<file path="config.mk">
export PLATFORM = sky130hd
export DESIGN_NAME = fetch_stage
export DESIGN_NICKNAME = d
export VERILOG_FILES = /design/src/rtl/fetch_stage.sv
export SDC_FILE = /design/constraint.sdc
export NUM_CORES = 1
export LEC_CHECK = 0
export BUFFER_PORTS_ARGS = -buffer_cell sky130_fd_sc_hd__buf_4
export CELL_PAD_IN_SITES_DETAIL_PLACEMENT = 0
export CELL_PAD_IN_SITES_GLOBAL_PLACEMENT = 1
export CORE_ASPECT_RATIO = 0.75
export CORE_MARGIN = 5
export CORE_UTILIZATION = 35
export CTS_CLUSTER_SIZE = 20
export DETAILED_ROUTE_END_ITERATION = 16
export PLACE_DENSITY = 0.73
export SYNTH_ARGS = -nofsm -noshare
export SYNTH_HDL_FRONTEND = slang
export SYNTH_SLANG_ARGS = --single-unit
export TNS_END_PERCENT = 10
</file>
<file path="constraint.sdc">
create_clock -name clk -period 2.8 [get_ports clk]
set_input_delay 0.14 -clock clk [delete_from_list [all_inputs] [get_ports clk]]
set_output_delay 0.14 -clock clk [all_outputs]
set_load 0.03 [all_outputs]
</file>
<file path="src/rtl/fetch_stage.sv">
// Instruction fetch stage for microRISC: PC, single-outstanding imem requests,
// 1-entry skid buffer and IF/ID register. Define FETCH_PERF_EN for perf counters.
module fetch_stage #(
    parameter int              PC_W     = 16,
    parameter logic [PC_W-1:0] RESET_PC = '0
) (
    input  logic            clk,
    input  logic            rst,
    output logic            imem_req_valid,
    input  logic            imem_req_ready,
    output logic [PC_W-1:0] imem_addr,
    input  logic            imem_rsp_valid,
    input  logic [15:0]     imem_rsp_data,
    input  logic            stall,
    input  logic            redirect_valid,
    input  logic [PC_W-1:0] redirect_pc,
    output logic            id_valid,
    output logic [15:0]     id_instr,
    output logic [PC_W-1:0] id_pc,
    output logic [PC_W-1:0] id_pc_plus2,
    output logic [3:0]      id_opcode,
    output logic [2:0]      id_funct
`ifdef FETCH_PERF_EN
    ,
    output logic [31:0]     perf_fetch_cnt,
    output logic [31:0]     perf_stall_cnt,
    output logic [31:0]     perf_flush_cnt
`endif
);

    typedef enum logic [1:0] {
        IDLE,
        WAIT,
        DROP
    } state_t;

    state_t          state, state_n;
    logic [PC_W-1:0] pc;
    logic            buf_valid;
    logic [15:0]     buf_instr;
    logic [PC_W-1:0] buf_pc;
    logic [15:0]     id_instr_q;

    logic rsp_take;
    logic to_id;
    logic to_buf;

    assign imem_req_valid = !rst && (state == IDLE) && !buf_valid && !redirect_valid;
    assign imem_addr      = pc;

    // A response is only consumed while waiting; redirect discards it.
    assign rsp_take = (state == WAIT) && imem_rsp_valid && !redirect_valid;
    assign to_id    = rsp_take && !stall;
    assign to_buf   = rsp_take && stall;

    // NOTE: sequential state uses non-blocking (<=) so every register samples
    // pre-edge values; combinational blocks use blocking (=).
    always_ff @(posedge clk) begin
        if (rst) state <= IDLE;
        else     state <= state_n;
    end

    // NOTE: state_n gets a default before any branch so no latch is inferred.
    always_comb begin
        state_n = state;
        if (redirect_valid) begin
            case (state)
                WAIT:    state_n = imem_rsp_valid ? IDLE : DROP;
                DROP:    state_n = DROP;
                default: state_n = IDLE;
            endcase
        end else begin
            case (state)
                IDLE:    if (imem_req_valid && imem_req_ready) state_n = WAIT;
                WAIT:    if (imem_rsp_valid) state_n = IDLE;
                DROP:    if (imem_rsp_valid) state_n = IDLE;
                default: state_n = IDLE;
            endcase
        end
    end

    always_ff @(posedge clk) begin
        if (rst) begin
            pc         <= RESET_PC;
            buf_valid  <= 1'b0;
            id_valid   <= 1'b0;
            id_instr_q <= 16'h0000;
            id_pc      <= RESET_PC;
        end else if (redirect_valid) begin
            pc        <= redirect_pc;
            buf_valid <= 1'b0;
            id_valid  <= 1'b0;
        end else begin
            if (rsp_take) pc <= pc + PC_W'(2);

            if (to_buf)                 buf_valid <= 1'b1;
            else if (buf_valid && !stall) buf_valid <= 1'b0;

            // Unstalled IF/ID advances: new response, drained buffer, or bubble.
            if (!stall) begin
                if (to_id) begin
                    id_valid   <= 1'b1;
                    id_instr_q <= imem_rsp_data;
                    id_pc      <= pc;
                end else if (buf_valid) begin
                    id_valid   <= 1'b1;
                    id_instr_q <= buf_instr;
                    id_pc      <= buf_pc;
                end else begin
                    id_valid   <= 1'b0;
                end
            end
        end
    end

    // NOTE: buffer payload has no reset; buf_valid alone qualifies it.
    always_ff @(posedge clk) begin
        if (to_buf && !rst) begin
            buf_instr <= imem_rsp_data;
            buf_pc    <= pc;
        end
    end

    assign id_instr    = id_valid ? id_instr_q : 16'h0000;
    assign id_pc_plus2 = id_pc + PC_W'(2);
    assign id_opcode   = id_instr[15:12];
    assign id_funct    = id_instr[2:0];

`ifdef FETCH_PERF_EN
    always_ff @(posedge clk) begin
        if (rst) begin
            perf_fetch_cnt <= '0;
            perf_stall_cnt <= '0;
            perf_flush_cnt <= '0;
        end else begin
            if (rsp_take)          perf_fetch_cnt <= perf_fetch_cnt + 32'd1;
            if (stall && id_valid) perf_stall_cnt <= perf_stall_cnt + 32'd1;
            if (redirect_valid)    perf_flush_cnt <= perf_flush_cnt + 32'd1;
        end
    end
`endif

endmodule

</file>
==> run summary <==
Sorting the synthesized cells by area gives the leading types as sky130_fd_sc_hd__dfxtp_1 26%, sky130_fd_sc_hd__edfxtp_1 24%, sky130_fd_sc_hd__a211oi_2 8.7%. The flow ran to the end, and the final reports show no timing, DRC or antenna violations. The clock network fraction of design power came out at 43.3%. Compared with the post-synthesis result, the final layout area differs by 33.8%. Based on the critical path, the design can be clocked at up to 455 MHz. The tool flagged a number of max-cap violations equal to 0. The initial cell density of the core is 36.3%. The switching share of power came out at 23.8%. The largest net degree at the start of global routing came out at 33. The part of the total power dissipated in sequential elements is 48.2%. The power per cell area is 510 mW/mm^2. The core footprint is 0.0111 mm^2. The mean routed wirelength per cell came out at 16.2 um.

The final hold violation count came to 0. The DRC violations left came out at 0. The maximum buffer depth of the clock tree is 2.

The synthesized area divided by synthesized cell count is 10.8 um^2. The total number of yosys warnings is 0. The critical path's largest stage delay came out at 0.43 ns. The buffer type at the clock tree root is sky130_fd_sc_hd__clkbuf_16.

The worst hold path passes through 3 cells. The total grt overflow came out at 0. The wire length of the first global-routing pass came out at 17000 um. The die outline width is 134 um. The number of global-route vias before repair came out at 3196.

Headroom to the max-slew limit came out at 60.9%. At the end of the flow, the number of nets in the layout was 531. The count of cell types in the netlist is 42. The startpoint identified for the worst hold timing path is redirect_pc[0]. The worst setup path is captured at an output pin. Summed over its instances, the top area cell type makes up 25.8% of the synthesized netlist area. Across the VDD grid, the largest voltage drop is 0.000261 V. The actual slew at the worst max-slew pin came out at 0.572 ns. Clock latency on the worst-skew pair, taken at its later pin, is 0.34 ns.

The depth of the CTS H-tree is 3. The final antenna-violating net count is 0. The worst hold path terminates at imem_addr[0]. In this run the critical register-to-register path is captured at id_instr_q[13]. After legalization and detailed placement, the total HPWL measured 7260 um. The total number of vias came out at 3150.

The share of flip-flops with an asynchronous set or reset came out at 0%. The area of the die is 0.0138 mm^2. The post-CTS setup-driven buffer insertion count came out at 0. The combined area of all synthesized cells came out at 0.00403 mm^2. The fill cell total of the finished layout came out at 1037.

The instance count of the mapped netlist is 373. The share of cells above drive strength 1 came out at 33.9%. Of the total power, combinational logic draws 8.5%. The aggregate global-route resource usage is 15.6%. Cell internal power was estimated by the tool at 2.10 mW. The net switching power of the design is 0.655 mW.

During I/O placement, the number of pins put on the boundary was 111. The final count of pins violating max slew is 0. The routed wire length is 10200 um. The class of the tightest hold or removal check is in2reg. In this run the critical register-to-register path is launched from state[1]. Setup violations remaining at the end of the flow were counted as 0. Setup repair after global routing left no endpoint under its margin. In the synthesized netlist, the cells that appear most often are 52 x sky130_fd_sc_hd__dfxtp_1, 51 x sky130_fd_sc_hd__nor2_1, 33 x sky130_fd_sc_hd__mux2i_1, 32 x sky130_fd_sc_hd__edfxtp_1, 28 x sky130_fd_sc_hd__a211oi_2.

The worst setup skew after layout is 0.00661 ns. The number of flops mapped to enable cells by yosys is 32. The pre-antenna-repair detailed-routing pass consisted of 4 iterations. Among all flip-flop cells after synthesis, the most frequent one is sky130_fd_sc_hd__dfxtp_1. The via-per-instance ratio came out at 4.98. The first routing iteration left 220 violations.

The arrival time at the worst endpoint is 2.06 ns. The worst register-to-register path has a setup slack of 0.74 ns. The worst reg-to-reg path cell count came out at 7.

In the post-route analysis, the smallest setup slack over all paths is 0.600 ns. The initial antenna violation count came to 0. The leakage power summed over all cells came out at 1.94 nW.

The total of flip-flops plus latches after synthesis came out at 84. The final period utilization is 78.6%. The summed negative setup slack over all endpoints is 0 ns. The net count of the mapped netlist came out at 416. The most critical setup path has its startpoint at id_pc[1].

Row generation in the floorplan step produced 33 rows. The clock tree from TritonCTS is built. The largest total area in the synthesized netlist belongs to sky130_fd_sc_hd__dfxtp_1.

By startpoint and endpoint, the worst setup path is classified as reg2out. Clock-pin slew was measured on the worst setup and hold paths at 0.06 ns. The slowest stage of the critical path is the sky130_fd_sc_hd__dfxtp_1 cell. The number of antenna diodes in the final layout is 0. The sort of element at the start of the critical path is a flop. Buffers inserted during clock tree synthesis total 9. The biggest fanout along the worst timing path came out at 6. The share of synthesized area occupied by flip-flops and latches is 49.7%. By instance count, the leading cell after synthesis is sky130_fd_sc_hd__dfxtp_1. OpenSTA, run right after detailed placement, puts the worst setup slack at 0.735 ns. The minimum period implied by the final worst setup slack came out at 2.20 ns. Routability-driven placement finished with a final weighted congestion of 0.739.

The number of I/O port buffers is 110. Walking the worst path, the cells encountered are ha_1, nand3_1, nor2_1, nand4_1, xnor2_1, buf_4. CTS saw 84 sinks. The height of the chip is 103 um. The required time at the endpoint of the critical path came out at 2.66 ns.
==> power by group through the flow <==
stage / registers [mW] / logic [mW] / clock network (mW)
2_1_floorplan: 1.38 / 0.0877 / 0
3_3_place_gp: 1.35 / 0.216 / 0
3_5_place_dp: 1.35 / 0.217 / 0
4_1_cts: 1.33 / 0.236 / 1.22
5_1_grt: 1.33 / 0.254 / 1.28
6_report: 1.33 / 0.234 / 1.19
==> state kept, by name, summed over array words and instances, names as in the netlist <==
name        flops
buf_instr      16
buf_pc         16
buf_valid       1
id_instr_q     16
id_pc          16
id_valid        1
imem_addr      16
state           2
==> worst max path at each step <==
stage,to,cells after the start
CTS,id_pc_plus2[15],6
floorplan,buf_instr[0],5
global placement,id_pc[1],7
detailed placement,id_instr_q[13],7
global route,id_pc_plus2[15],6
finish,id_pc_plus2[15],6
==> layer usage <==
layer	wire, um	GRT usage [%]	up-vias
met5	0	0	-
met2	4670	24.8	79
met3	659	4.39	12
li1	-	-	1572
met4	100	4.35	0
met1	4800	21.0	1487
==> placed cells by master (no fill, tap or decap), types with 2 or more instances in the layout <==
cell                            instances
sky130_fd_sc_hd__or3_1                  2
sky130_fd_sc_hd__clkinv_4               2
sky130_fd_sc_hd__buf_4                118
sky130_fd_sc_hd__xor2_1                 5
sky130_fd_sc_hd__dfxtp_1               52
sky130_fd_sc_hd__nor3_1                 9
sky130_fd_sc_hd__nor2_1                50
sky130_fd_sc_hd__a311oi_1               2
sky130_fd_sc_hd__edfxtp_1              32
sky130_fd_sc_hd__dlygate4sd3_1         16
sky130_fd_sc_hd__inv_1                  6
sky130_fd_sc_hd__nand3_1                9
sky130_fd_sc_hd__a31oi_1                3
sky130_fd_sc_hd__clkinvlp_4             2
sky130_fd_sc_hd__nor3_4                 2
sky130_fd_sc_hd__nor2b_1                2
sky130_fd_sc_hd__o211ai_1               3
sky130_fd_sc_hd__nand2_1               17
sky130_fd_sc_hd__mux2i_1               33
sky130_fd_sc_hd__and4_1                 3
sky130_fd_sc_hd__a21oi_1                6
sky130_fd_sc_hd__nor4_1                 3
sky130_fd_sc_hd__clkbuf_16              9
sky130_fd_sc_hd__o21ai_0                2
sky130_fd_sc_hd__a211oi_1              11
sky130_fd_sc_hd__ha_1                   5
sky130_fd_sc_hd__and2_1                19
sky130_fd_sc_hd__a211oi_2              28
sky130_fd_sc_hd__nand4_1                7
sky130_fd_sc_hd__xnor2_1               20
sky130_fd_sc_hd__o22ai_1                2
==> worst max-delay path, delay by kind of cell, from the launching register on <==
kind	cells	cell delay, ns
AND/OR/NAND/NOR	3	0.71
XOR/XNOR	1	0.19
buffers and inverters	1	0.18
flip-flops	1	0.43
adder cells (fa/ha/maj)	1	0.22
==> metrics by stage <==
step | hold WS, ns | area, um^2 | cells | power, mW | util, %
2_1_floorplan | 0.239 | 4030 | 373 | 1.46 | -
3_3_place_gp | 0.332 | 4930 | 601 | 1.57 | 44.4
3_5_place_dp | 0.332 | 4930 | 601 | 1.57 | 44.4
4_1_cts | 0.0357 | 5390 | 633 | 2.78 | 48.5
5_1_grt | 0.0655 | 5390 | 633 | 2.86 | 48.5
6_report | 0.0440 | 5390 | 633 | 2.75 | 48.5
==> final cells by class <==
type,count,area [um^2],area share (%)
flip-flops and latches,84,2000,37.1
multi-input cells,252,1840,34.1
clock buffers,10,229,4.25
repair buffers,134,1050,19.4
inverters,7,26.3,0.487
well taps,140,175,3.25
clock inverters,6,73.8,1.37
==> timing repair <==
item                                   4_1_cts  5_1_grt
hold buffers                                16        0
resized for setup                            0        0
endpoints found under the hold margin       16        0
==> cell families (layout without fill, tap and decap cells) <==
logic type      after synthesis  count (layout)  share of synthesized area, %
buf+inv                      37             157                          5.03
fa+ha+maj                     5               5                          1.55
mux                          33              33                          8.20
flops                        84              84                          49.7
xor+xnor                     25              25                          5.43
compound gates               59              59                          13.9
simple gates                130             130                          16.2
Power figures use the tool's default switching activity.
